File: src/rtl/sipo_piso_master_pkg.sv
// Shared configuration for the serial register-access link: default widths,
// slave memory depth and the frame FSM state encoding.
package sipo_piso_master_pkg;

  localparam int DEF_REG_WIDTH  = 32;
  localparam int MEM_DEPTH      = 10;
  localparam int DEF_ADDR_WIDTH = $clog2(MEM_DEPTH);
  localparam int DEF_TURNAROUND = 2;

  typedef enum logic [2:0] {
    IDLE,
    STROBE,
    SHIFT_OUT,
    TURN,
    SHIFT_IN,
    DONE
  } state_e;

  // Bit counter must reach the longest frame phase (data + address bits).
  function automatic int cnt_width(input int reg_w, input int addr_w);
    return $clog2(reg_w + addr_w + 1);
  endfunction

endpackage

File: src/rtl/serial_shift_reg.sv
// Parallel-load, LSB-first shifter shared by the transmit and receive phases;
// serial input enters at the MSB end so received words land in the top bits.
module serial_shift_reg #(
  parameter int WIDTH    = 36,
  parameter int RX_WIDTH = 32
) (
  input  logic                clk,
  input  logic                load,
  input  logic [WIDTH-1:0]    load_data,
  input  logic                shift_en,
  input  logic                ser_in,
  output logic                ser_out,
  output logic [RX_WIDTH-1:0] rx_next
);

  logic [WIDTH-1:0] sh_q;

  always_ff @(posedge clk) begin
    if (load) begin
      sh_q <= load_data;
    end else if (shift_en) begin
      sh_q <= {ser_in, sh_q[WIDTH-1:1]};
    end
  end

  assign ser_out = sh_q[0];

  // Received word as it will stand after the current shift, so the final
  // sample can be committed on the same edge it is taken.
  assign rx_next = {ser_in, sh_q[WIDTH-1:WIDTH-RX_WIDTH+1]};

endmodule

File: src/rtl/sipo_piso_master.sv
// Serial register-access initiator: turns one parallel read/write request into
// a strobe/wr_en/din frame and collects the returned dout stream for reads.
module sipo_piso_master
  import sipo_piso_master_pkg::*;
#(
  parameter int REG_WIDTH  = DEF_REG_WIDTH,
  parameter int ADDR_WIDTH = DEF_ADDR_WIDTH,
  parameter int TURNAROUND = DEF_TURNAROUND
) (
  input  logic                  clk,
  input  logic                  rst,
  input  logic                  req_valid,
  output logic                  req_ready,
  input  logic                  req_write,
  input  logic [ADDR_WIDTH-1:0] req_addr,
  input  logic [REG_WIDTH-1:0]  req_wdata,
  output logic                  rsp_valid,
  output logic                  rsp_write,
  output logic [REG_WIDTH-1:0]  rsp_rdata,
  output logic                  busy,
  output logic                  ser_strobe,
  output logic                  ser_wr_en,
  output logic                  ser_din,
  input  logic                  ser_dout
);

  localparam int SH_W  = REG_WIDTH + ADDR_WIDTH;
  localparam int CNT_W = cnt_width(REG_WIDTH, ADDR_WIDTH);

  localparam logic [CNT_W-1:0] WR_LAST   = CNT_W'(SH_W - 1);
  localparam logic [CNT_W-1:0] RD_LAST   = CNT_W'(ADDR_WIDTH - 1);
  localparam logic [CNT_W-1:0] TURN_LAST = CNT_W'((TURNAROUND > 0) ? TURNAROUND - 1 : 0);
  localparam logic [CNT_W-1:0] IN_LAST   = CNT_W'(REG_WIDTH - 1);

  state_e               state_q, state_d;
  logic [CNT_W-1:0]     cnt_q, cnt_d;
  logic                 wr_q, wr_d;
  logic                 accept;
  logic [SH_W-1:0]      load_data;
  logic                 sh_load, sh_shift, sh_in, sh_out;
  logic [REG_WIDTH-1:0] rx_next;
  logic                 ready_d, valid_d, rwrite_d, busy_d;
  logic                 strobe_d, wren_d, din_d, rdata_upd;

  assign accept = (state_q == IDLE) && req_ready && req_valid;

  // Write frames carry data then address; read frames carry address only.
  assign load_data = req_write ? {req_addr, req_wdata}
                               : {{REG_WIDTH{1'b0}}, req_addr};

  serial_shift_reg #(
    .WIDTH    (SH_W),
    .RX_WIDTH (REG_WIDTH)
  ) u_shift (
    .clk       (clk),
    .load      (sh_load),
    .load_data (load_data),
    .shift_en  (sh_shift),
    .ser_in    (sh_in),
    .ser_out   (sh_out),
    .rx_next   (rx_next)
  );

  always_comb begin
    state_d = state_q;
    case (state_q)
      IDLE:      if (accept) state_d = STROBE;
      STROBE:    state_d = SHIFT_OUT;
      SHIFT_OUT: begin
        if (cnt_q == (wr_q ? WR_LAST : RD_LAST)) begin
          if (wr_q) begin
            state_d = DONE;
          end else if (TURNAROUND > 0) begin
            state_d = TURN;
          end else begin
            state_d = SHIFT_IN;
          end
        end
      end
      TURN:      if (cnt_q == TURN_LAST) state_d = SHIFT_IN;
      SHIFT_IN:  if (cnt_q == IN_LAST) state_d = DONE;
      DONE:      state_d = IDLE;
      default:   state_d = IDLE;
    endcase
  end

  // Outputs are computed from the next state so every output is a flop that
  // lines up with the state it describes.
  always_comb begin
    cnt_d     = '0;
    wr_d      = accept ? req_write : wr_q;
    strobe_d  = (state_d == STROBE);
    wren_d    = wr_d && ((state_d == STROBE) || (state_d == SHIFT_OUT));
    din_d     = (state_d == SHIFT_OUT) && sh_out;
    busy_d    = (state_d != IDLE);
    ready_d   = (state_d == IDLE);
    valid_d   = (state_d == DONE);
    rwrite_d  = (state_d == DONE) && wr_q;
    rdata_upd = (state_q == SHIFT_IN) && (state_d == DONE);
    sh_load   = accept;
    sh_shift  = (state_d == SHIFT_OUT) || (state_q == SHIFT_IN);
    sh_in     = (state_q == SHIFT_IN) && ser_dout;
    if ((state_d == state_q) &&
        ((state_q == SHIFT_OUT) || (state_q == TURN) || (state_q == SHIFT_IN))) begin
      cnt_d = cnt_q + 1'b1;
    end
  end

  always_ff @(posedge clk) begin
    if (rst) begin
      state_q    <= IDLE;
      cnt_q      <= '0;
      wr_q       <= 1'b0;
      req_ready  <= 1'b0;
      rsp_valid  <= 1'b0;
      rsp_write  <= 1'b0;
      rsp_rdata  <= '0;
      busy       <= 1'b0;
      ser_strobe <= 1'b0;
      ser_wr_en  <= 1'b0;
      ser_din    <= 1'b0;
    end else begin
      state_q    <= state_d;
      cnt_q      <= cnt_d;
      wr_q       <= wr_d;
      req_ready  <= ready_d;
      rsp_valid  <= valid_d;
      rsp_write  <= rwrite_d;
      busy       <= busy_d;
      ser_strobe <= strobe_d;
      ser_wr_en  <= wren_d;
      ser_din    <= din_d;
      if (rdata_upd) begin
        rsp_rdata <= rx_next;
      end
    end
  end

endmodule

File: config.mk
export PLATFORM = sky130hd
export DESIGN_NAME = sipo_piso_master
export DESIGN_NICKNAME = d
export VERILOG_FILES = /design/src/rtl/sipo_piso_master_pkg.sv /design/src/rtl/serial_shift_reg.sv /design/src/rtl/sipo_piso_master.sv
export SDC_FILE = /design/constraint.sdc
export NUM_CORES = 1
export LEC_CHECK = 0
export BUFFER_PORTS_ARGS = -buffer_cell sky130_fd_sc_hd__buf_4
export CAP_MARGIN = 30
export CORE_MARGIN = 10
export CORE_UTILIZATION = 44
export DETAILED_ROUTE_END_ITERATION = 10
export GPL_ROUTABILITY_DRIVEN = 0
export PLACE_DENSITY_LB_ADDON = 0.12
export SLEW_MARGIN = 20
export SYNTH_ARGS = -nofsm -noshare
export SYNTH_HDL_FRONTEND = slang
export SYNTH_SLANG_ARGS = --single-unit
export TNS_END_PERCENT = 10
File: constraint.sdc
create_clock -name clk -period 3.65 [get_ports clk]
set_input_delay 0.5475 -clock clk [delete_from_list [all_inputs] [get_ports clk]]
set_output_delay 0.5475 -clock clk [all_outputs]
set_load 0.01 [all_outputs]
# [After elaboration in Yosys (flattened, before gate mapping)]
# Cells that the tools add are included.
[op_classes] n_eq_ne=11 n_shift=0 div_mod_pow=0 order_cmp=0 n_bitwise=1 mul=0 n_mux=11 n_addsub=1 n_reduce_logical=17
[op_table] operator="2-to-1 mux 36 bit" count=3
[op_table] operator="2-to-1 mux 3 bit" count=5
[op_table] operator="one-hot mux 3 bit (5 select lines)" count=1
[op_table] operator="equality test 3 x 2 -> 1 bit, second input constant" count=3
[op_table] operator="logical AND 1 bit" count=8
[op_table] operator="adder 6 x 1 -> 6 bit, second input constant" count=1
[op_table] operator="equality test 3 x 1 -> 1 bit, second input constant" count=2
[op_table] operator="equality test 3 bit, second input constant" count=2
[op_table] operator="equality test 6 x 1 -> 1 bit, second input constant" count=1
[op_table] operator="equality test 6 x 5 -> 1 bit, second input constant" count=1
[op_table] operator="equality test 6 bit" count=1
[op_table] operator="logical NOT 3 bit" count=2
[op_table] operator="2-to-1 mux 6 bit" count=1
[op_table] operator="logical OR 1 bit" count=4
[op_table] operator="equality test 3 bit" count=1
[op_table] operator="nonzero test 3 bit" count=1
[op_table] operator="nonzero test 2 bit" count=1
[op_table] operator="OR reduction 2 bit" count=1
[op_table] operator="2-to-1 mux 1 bit" count=1
[op_table] operator="inverter 1 bit" count=1
[totals] latchBits=0 ram_bits=0 romBits=0 input_bits=41 output_inout_bits=39 n_memories=0 regBits=85 word_cells=53

# [Logic depth before layout (Yosys ltp)]
[logic_depth] word_depth=9 depth_mapped=8 depth_no_buf=6

# [Modules after synthesis]
# Synthesis repeated with hierarchy kept, for this count alone.
[hier_totals] cells_unflattened=372 area_unflattened_um2=4476.8
[by_module_without_submodules] module="sipo_piso_master" seq_area_each_um2=980.9 area_per_inst_um2=2563.7 cells_each=263 n_inst=1
[by_module_without_submodules] module="serial_shift_reg" seq_area_each_um2=1081.0 area_per_inst_um2=1913.1 cells_each=109 n_inst=1

# [Worst setup path before layout]
# Ideal clock, no wire load.
[synth_path] path_type="input to register" startpoint="input req_valid" endpoint="register u_shift.sh_q[0] (enable)" cell_stages=5 setup_time_ps=440 required_time_ps=3210 arrival_ps=2950 path_buffers=1 slack_ps=260 path_cell_list="nand4bb_1 > or2_2 > clkbuf_1 > nand4_1 > o211ai_1"
[synth_via] elab_chain_len=6
[synth_lines] element="start: declaration" line_no="sipo_piso_master.sv:12" source="input logic req_valid,"
[synth_lines] element="logical AND 1 bit (*)" line_no="sipo_piso_master.sv:45" source="assign accept = (state_q == IDLE) && req_ready && req_valid;"
[synth_lines] element="2-to-1 mux 3 bit" line_no="sipo_piso_master.sv:67" source="IDLE: if (accept) state_d = STROBE;"
[synth_lines] element="one-hot mux 3 bit (5 select lines)" line_no="sipo_piso_master.sv:66" source="case (state_q)"
[synth_lines] element="equality test 3 x 2 -> 1 bit" line_no="sipo_piso_master.sv:101" source="sh_shift = (state_d == SHIFT_OUT) || (state_q == SHIFT_IN);"
[synth_lines] element="logical OR 1 bit" line_no="sipo_piso_master.sv:101"
[synth_lines] element="nonzero test 2 bit (no line) (*)"
[synth_lines] element="end signal: assignment" line_no="serial_shift_reg.sv:20" source="sh_q <= load_data;"
[synth_lines] element="end signal: assignment" line_no="serial_shift_reg.sv:22" source="sh_q <= {ser_in, sh_q[WIDTH-1:1]};"
[synth_lines] element="end: declaration" line_no="serial_shift_reg.sv:16" source="logic [WIDTH-1:0] sh_q;"
# Every way passes the cells marked *; elsewhere a longest branch is shown, timed or not.
# A chain may end at the register's enable or synchronous reset.

# [Worst setup path after layout]
[layout_path] startpoint="register cnt_q[0]" endpoint="register u_shift.sh_q[22] (enable)"
[layout_via] elab_chain_len=6 word_cells_on_any_way=10 classes_between="4 x eq/ne; 4 x mux; 2 x reduce/logical"
[layout_lines] element="start: declaration" line_no="sipo_piso_master.sv:36" source="logic [CNT_W-1:0] cnt_q, cnt_d;"
[layout_lines] element="start signal: assignment" line_no="sipo_piso_master.sv:124" source="cnt_q <= cnt_d;"
[layout_lines] element="equality test 6 x 5 -> 1 bit, or another cell as far along" line_no="sipo_piso_master.sv:81" source="SHIFT_IN: if (cnt_q == IN_LAST) state_d = DONE;"
[layout_lines] element="2-to-1 mux 3 bit, on equally long branches" line_no="sipo_piso_master.sv:81, sipo_piso_master.sv:70, sipo_piso_master.sv:80"
[layout_lines] element="one-hot mux 3 bit (5 select lines) (*)" line_no="sipo_piso_master.sv:66"
[layout_lines] element="equality test 3 x 2 -> 1 bit (*)" line_no="sipo_piso_master.sv:101"
[layout_lines] element="logical OR 1 bit (*)" line_no="sipo_piso_master.sv:101"
[layout_lines] element="nonzero test 2 bit (no line) (*)"
# Marks and branches as above.

==> key figures <==
Run status
  – Status: completed

Clock tree
  – H-tree levels: 3
  – Total CTS buffers: 9
  – Post-CTS Resized: 0
  – Clock buffer depth: 2
  – Clk pin slew, worst setup/hold paths: roughly 0.09 ns
  – CTS tree: done
  – # clock sinks: 85
  – Post-CTS Setup Inserts: 0
  – Clock Tree Root: clkbuf_8
  – Hold Buf Count CTS: 0
  – Worst-skew pair later-pin latency: between 0.3 and 0.4 ns

Detailed routing
  – Routed Antenna Nets: 0
  – Routed WL: 8340 microns
  – Routed vias: between 2,000 and 3,000
  – WL per Instance: between 15 and 20 microns
  – # DRC: 0
  – DRT Pass-1 Iters: 4
  – Initial DRC Count: 134
  – Vias/cell: ~5

Logic synthesis
  – Largest family of logic cells by synthesized area: simple AND/OR/NAND/NOR gates
  – Net Count, Synth: 422
  – Post-synthesis sequential area ratio: between 50 and 60%
  – Mux contribution to synthesized area: between 1 and 1.5%
  – Post-synthesis adder-cell area fraction: less than 1%
  – Top post-synthesis cells by area: edfxtp_1, dfxtp_1, nand2_1
  – Yosys top cell area share: 31.1%
  – Yosys top cell by area: edfxtp_1
  – Post-Synth XOR/XNOR Area: 1.76%
  – Synth warnings: 0
  – Synthesized area: approximately 3500 sq um
  – Seq cells post-synth: 85
  – Distinct cells, synth: 37
  – Mapped Avg Cell Area: slightly above 9 sq um
  – Simple-gate area share of the yosys netlist: roughly a quarter
  – Post-Synthesis Cells: between 300 and 400
  – Complex-gate fraction of the synthesized area: about 8.2%

Layout
  – Fillcell total: roughly 740
  – Area grow syn2layout: 24.2%
  – Most frequent cells in the layout: nand2_1, buf_4, dfxtp_1
  – Finished Core Util: about 56%
  – Share of cells above drive strength 1: a little under a quarter
  – N_diodes: 0
  – Commonest non-fill, non-tap cell in the layout: nand2_1
  – Nets: 491

Pwr
  – Static leakage: 1.75 nW
  – Power after layout: around 2.0 mW
  – Peak VDD IR: 0.169 mV
  – P per Cell Area: roughly 450 nW/um^2

STA
  – Max Slew Vio Count: 0
  – Least-Margin Pin Slew: 0.643 ns
  – Final Hold Vio Count: 0
  – Final Critical Period: between 2 and 2.5 ns
  – Worst Skew: approximately 0.0085 ns
  – RSZ-0062 raised after global routing: false
  – Rel. slew slack: 56.6%
  – Setup-failing EPs final: 0
  – Period utilisation layout: approximately 66%
  – Max Freq: between 0.4 and 0.5 GHz
  – Setup TNS: 0 ns

Place
  – Dpl hpwl: ~5600 microns
  – PortBufs: 79

Critical path
  – Slowest cell on the critical path: or4b_2
  – Cells along the critical path: ha_1 > or4b_2 > nand4b_1 > nand4_1 > o211ai_1 > buf_4
  – Setup CP Type: reg2reg
  – Worst setup EP type: register
  – Worst-path maximum fanout: 36
  – WP buf/inv: 1
  – CP startpoint: cnt_q[0]
  – Slowest stage delay, CP: 0.65 ns
  – Crit Reg-Reg Startpoint: cnt_q[0]
  – Crit-path leading delay family: simple AND/OR/NAND/NOR gates
  – CP Launch Type: register
  – Required time of the critical path: roughly 3.7 ns
  – Arrival @ worst endpoint: 2.46 ns

Worst hold path
  – Hold Crit Start: rsp_rdata[13]
  – Worst hold path class: reg2reg

Die
  – Row cnt: 32
  – Starting Density: a little under half
  – Die area: around 12,000 sq um
  – Die height: approximately 110 microns
  – Top-level I/O count: 80
  – CORE AREA: 7730 sq um
  – Die W: ~110 microns

Global routing
  – Largest net degree at the start of global routing: 46
  – GRT Overall Usage: around 14%
  – Vias in the first global route: approximately 2,800
  – Gr ovfl total: 0
  – Initial antenna violation count: 0
  – First-pass GRT wire length: around 13,000 microns

Run
  – Max cap viols: 0
-- final cells by class --
class	count	area, sq um	share of cell area (%)
Clock buffer	9	124	2.86
Tap cell	102	128	2.95
Clock inverter	7	75.1	1.74
Multi-Input combinational cell	262	1280	29.7
Sequential cell	85	2060	47.7
Timing Repair Buffer	84	631	14.6
Inverter	6	22.5	0.521
-- per-stage QoR --
step | hold WS, ns | worst slack [ns] | instances | instance area (sq um)
after floorplan | 0.458 | 0.260 | 379 | 3480
after global placement | 0.446 | 1.30 | 539 | 4130
after detailed placement | 0.449 | 1.25 | 539 | 4130
after CTS | 0.454 | 1.24 | 555 | 4320
after global routing | 0.474 | 1.10 | 555 | 4320
final | 0.459 | 1.24 | 555 | 4320
-- report_power, final --
group | leakage [nW] | internal [mW] | switching (mW)
logic | 0.924 | 0.0722 | 0.114
registers | 0.737 | 1.07 | 0.0298
clock network | 0.0935 | 0.319 | 0.351
-- cells in the mapped netlist --
| library cell | n |
|---|---|
| o31a_1 | 2 |
| a211oi_2 | 1 |
| ha_1 | 2 |
| or3_1 | 2 |
| nor3_1 | 10 |
| nand2b_1 | 1 |
| xnor2_1 | 4 |
| mux2i_1 | 5 |
| edfxtp_1 | 36 |
| buf_1 | 1 |
| buf_6 | 2 |
| nand4_1 | 1 |
| nand3_1 | 34 |
| o21ai_0 | 6 |
| a2111o_1 | 1 |
| dfxtp_1 | 49 |
| a41oi_1 | 1 |
| and3_1 | 1 |
| nor4_1 | 1 |
| nor2b_1 | 2 |
| xor2_1 | 3 |
| nand4bb_1 | 1 |
| a21oi_1 | 34 |
| a41o_1 | 1 |
| nand2_1 | 133 |
| a2111oi_0 | 1 |
| buf_2 | 4 |
| or3b_1 | 1 |
| inv_1 | 6 |
| or4b_2 | 1 |
| o211ai_1 | 1 |
| o311ai_0 | 1 |
| or2_2 | 1 |
| nor2_1 | 8 |
| buf_4 | 1 |
| clkbuf_1 | 18 |
| nand4b_1 | 2 |
-- worst reg2reg max path, cell delays in order (launching register included) --
cell      delay, ns
dfxtp_1        0.39
ha_1           0.21
or4b_2         0.65
nand4b_1       0.28
nand4_1        0.17
o211ai_1       0.09
buf_4          0.30
-- routing by layer --
| layer | vias to the layer above | part of all wire [%] | track usage (%) |
|---|---|---|---|
| met5 | - | 0 | 0 |
| met4 | 0 | 0.46 | 5.84 |
| met3 | 2 | 8.0 | 5.43 |
| met2 | 76 | 48 | 22.3 |
| met1 | 1327 | 43 | 16.6 |
| li1 | 1416 | - | - |
-- cells by family (layout without fill, tap and decap cells) --
logic type,count (synthesis),after routing
xor gates and xnor gates,7,7
AOI/OAI and AO/OA,49,49
and+or+nand+nor,199,199
adders and majority gates,2,2
DFF,85,85
buffers and inverters,32,106
muxes,5,5
-- sequential cells by signal (all words and copies together) (netlist names) --
signal and count:
wr_q 1, req_ready 1, ser_strobe 1, ser_din 1, cnt_q 6, busy 1, rsp_write 1, rsp_valid 1
u_shift.sh_q 36, ser_wr_en 1, rsp_rdata 32, state_q 3
-- path summary, 6_finish.rpt --
| check | to | slack (ns) | cells after the start |
|---|---|---|---|
| max reg2reg | u_shift.sh_q[22] | 1.24 | 6 |
| min | rsp_rdata[13] | 0.46 | 2 |
| min reg2reg | rsp_rdata[13] | 0.46 | 2 |
| max | u_shift.sh_q[22] | 1.24 | 6 |
(Power assumes the default switching activity.)
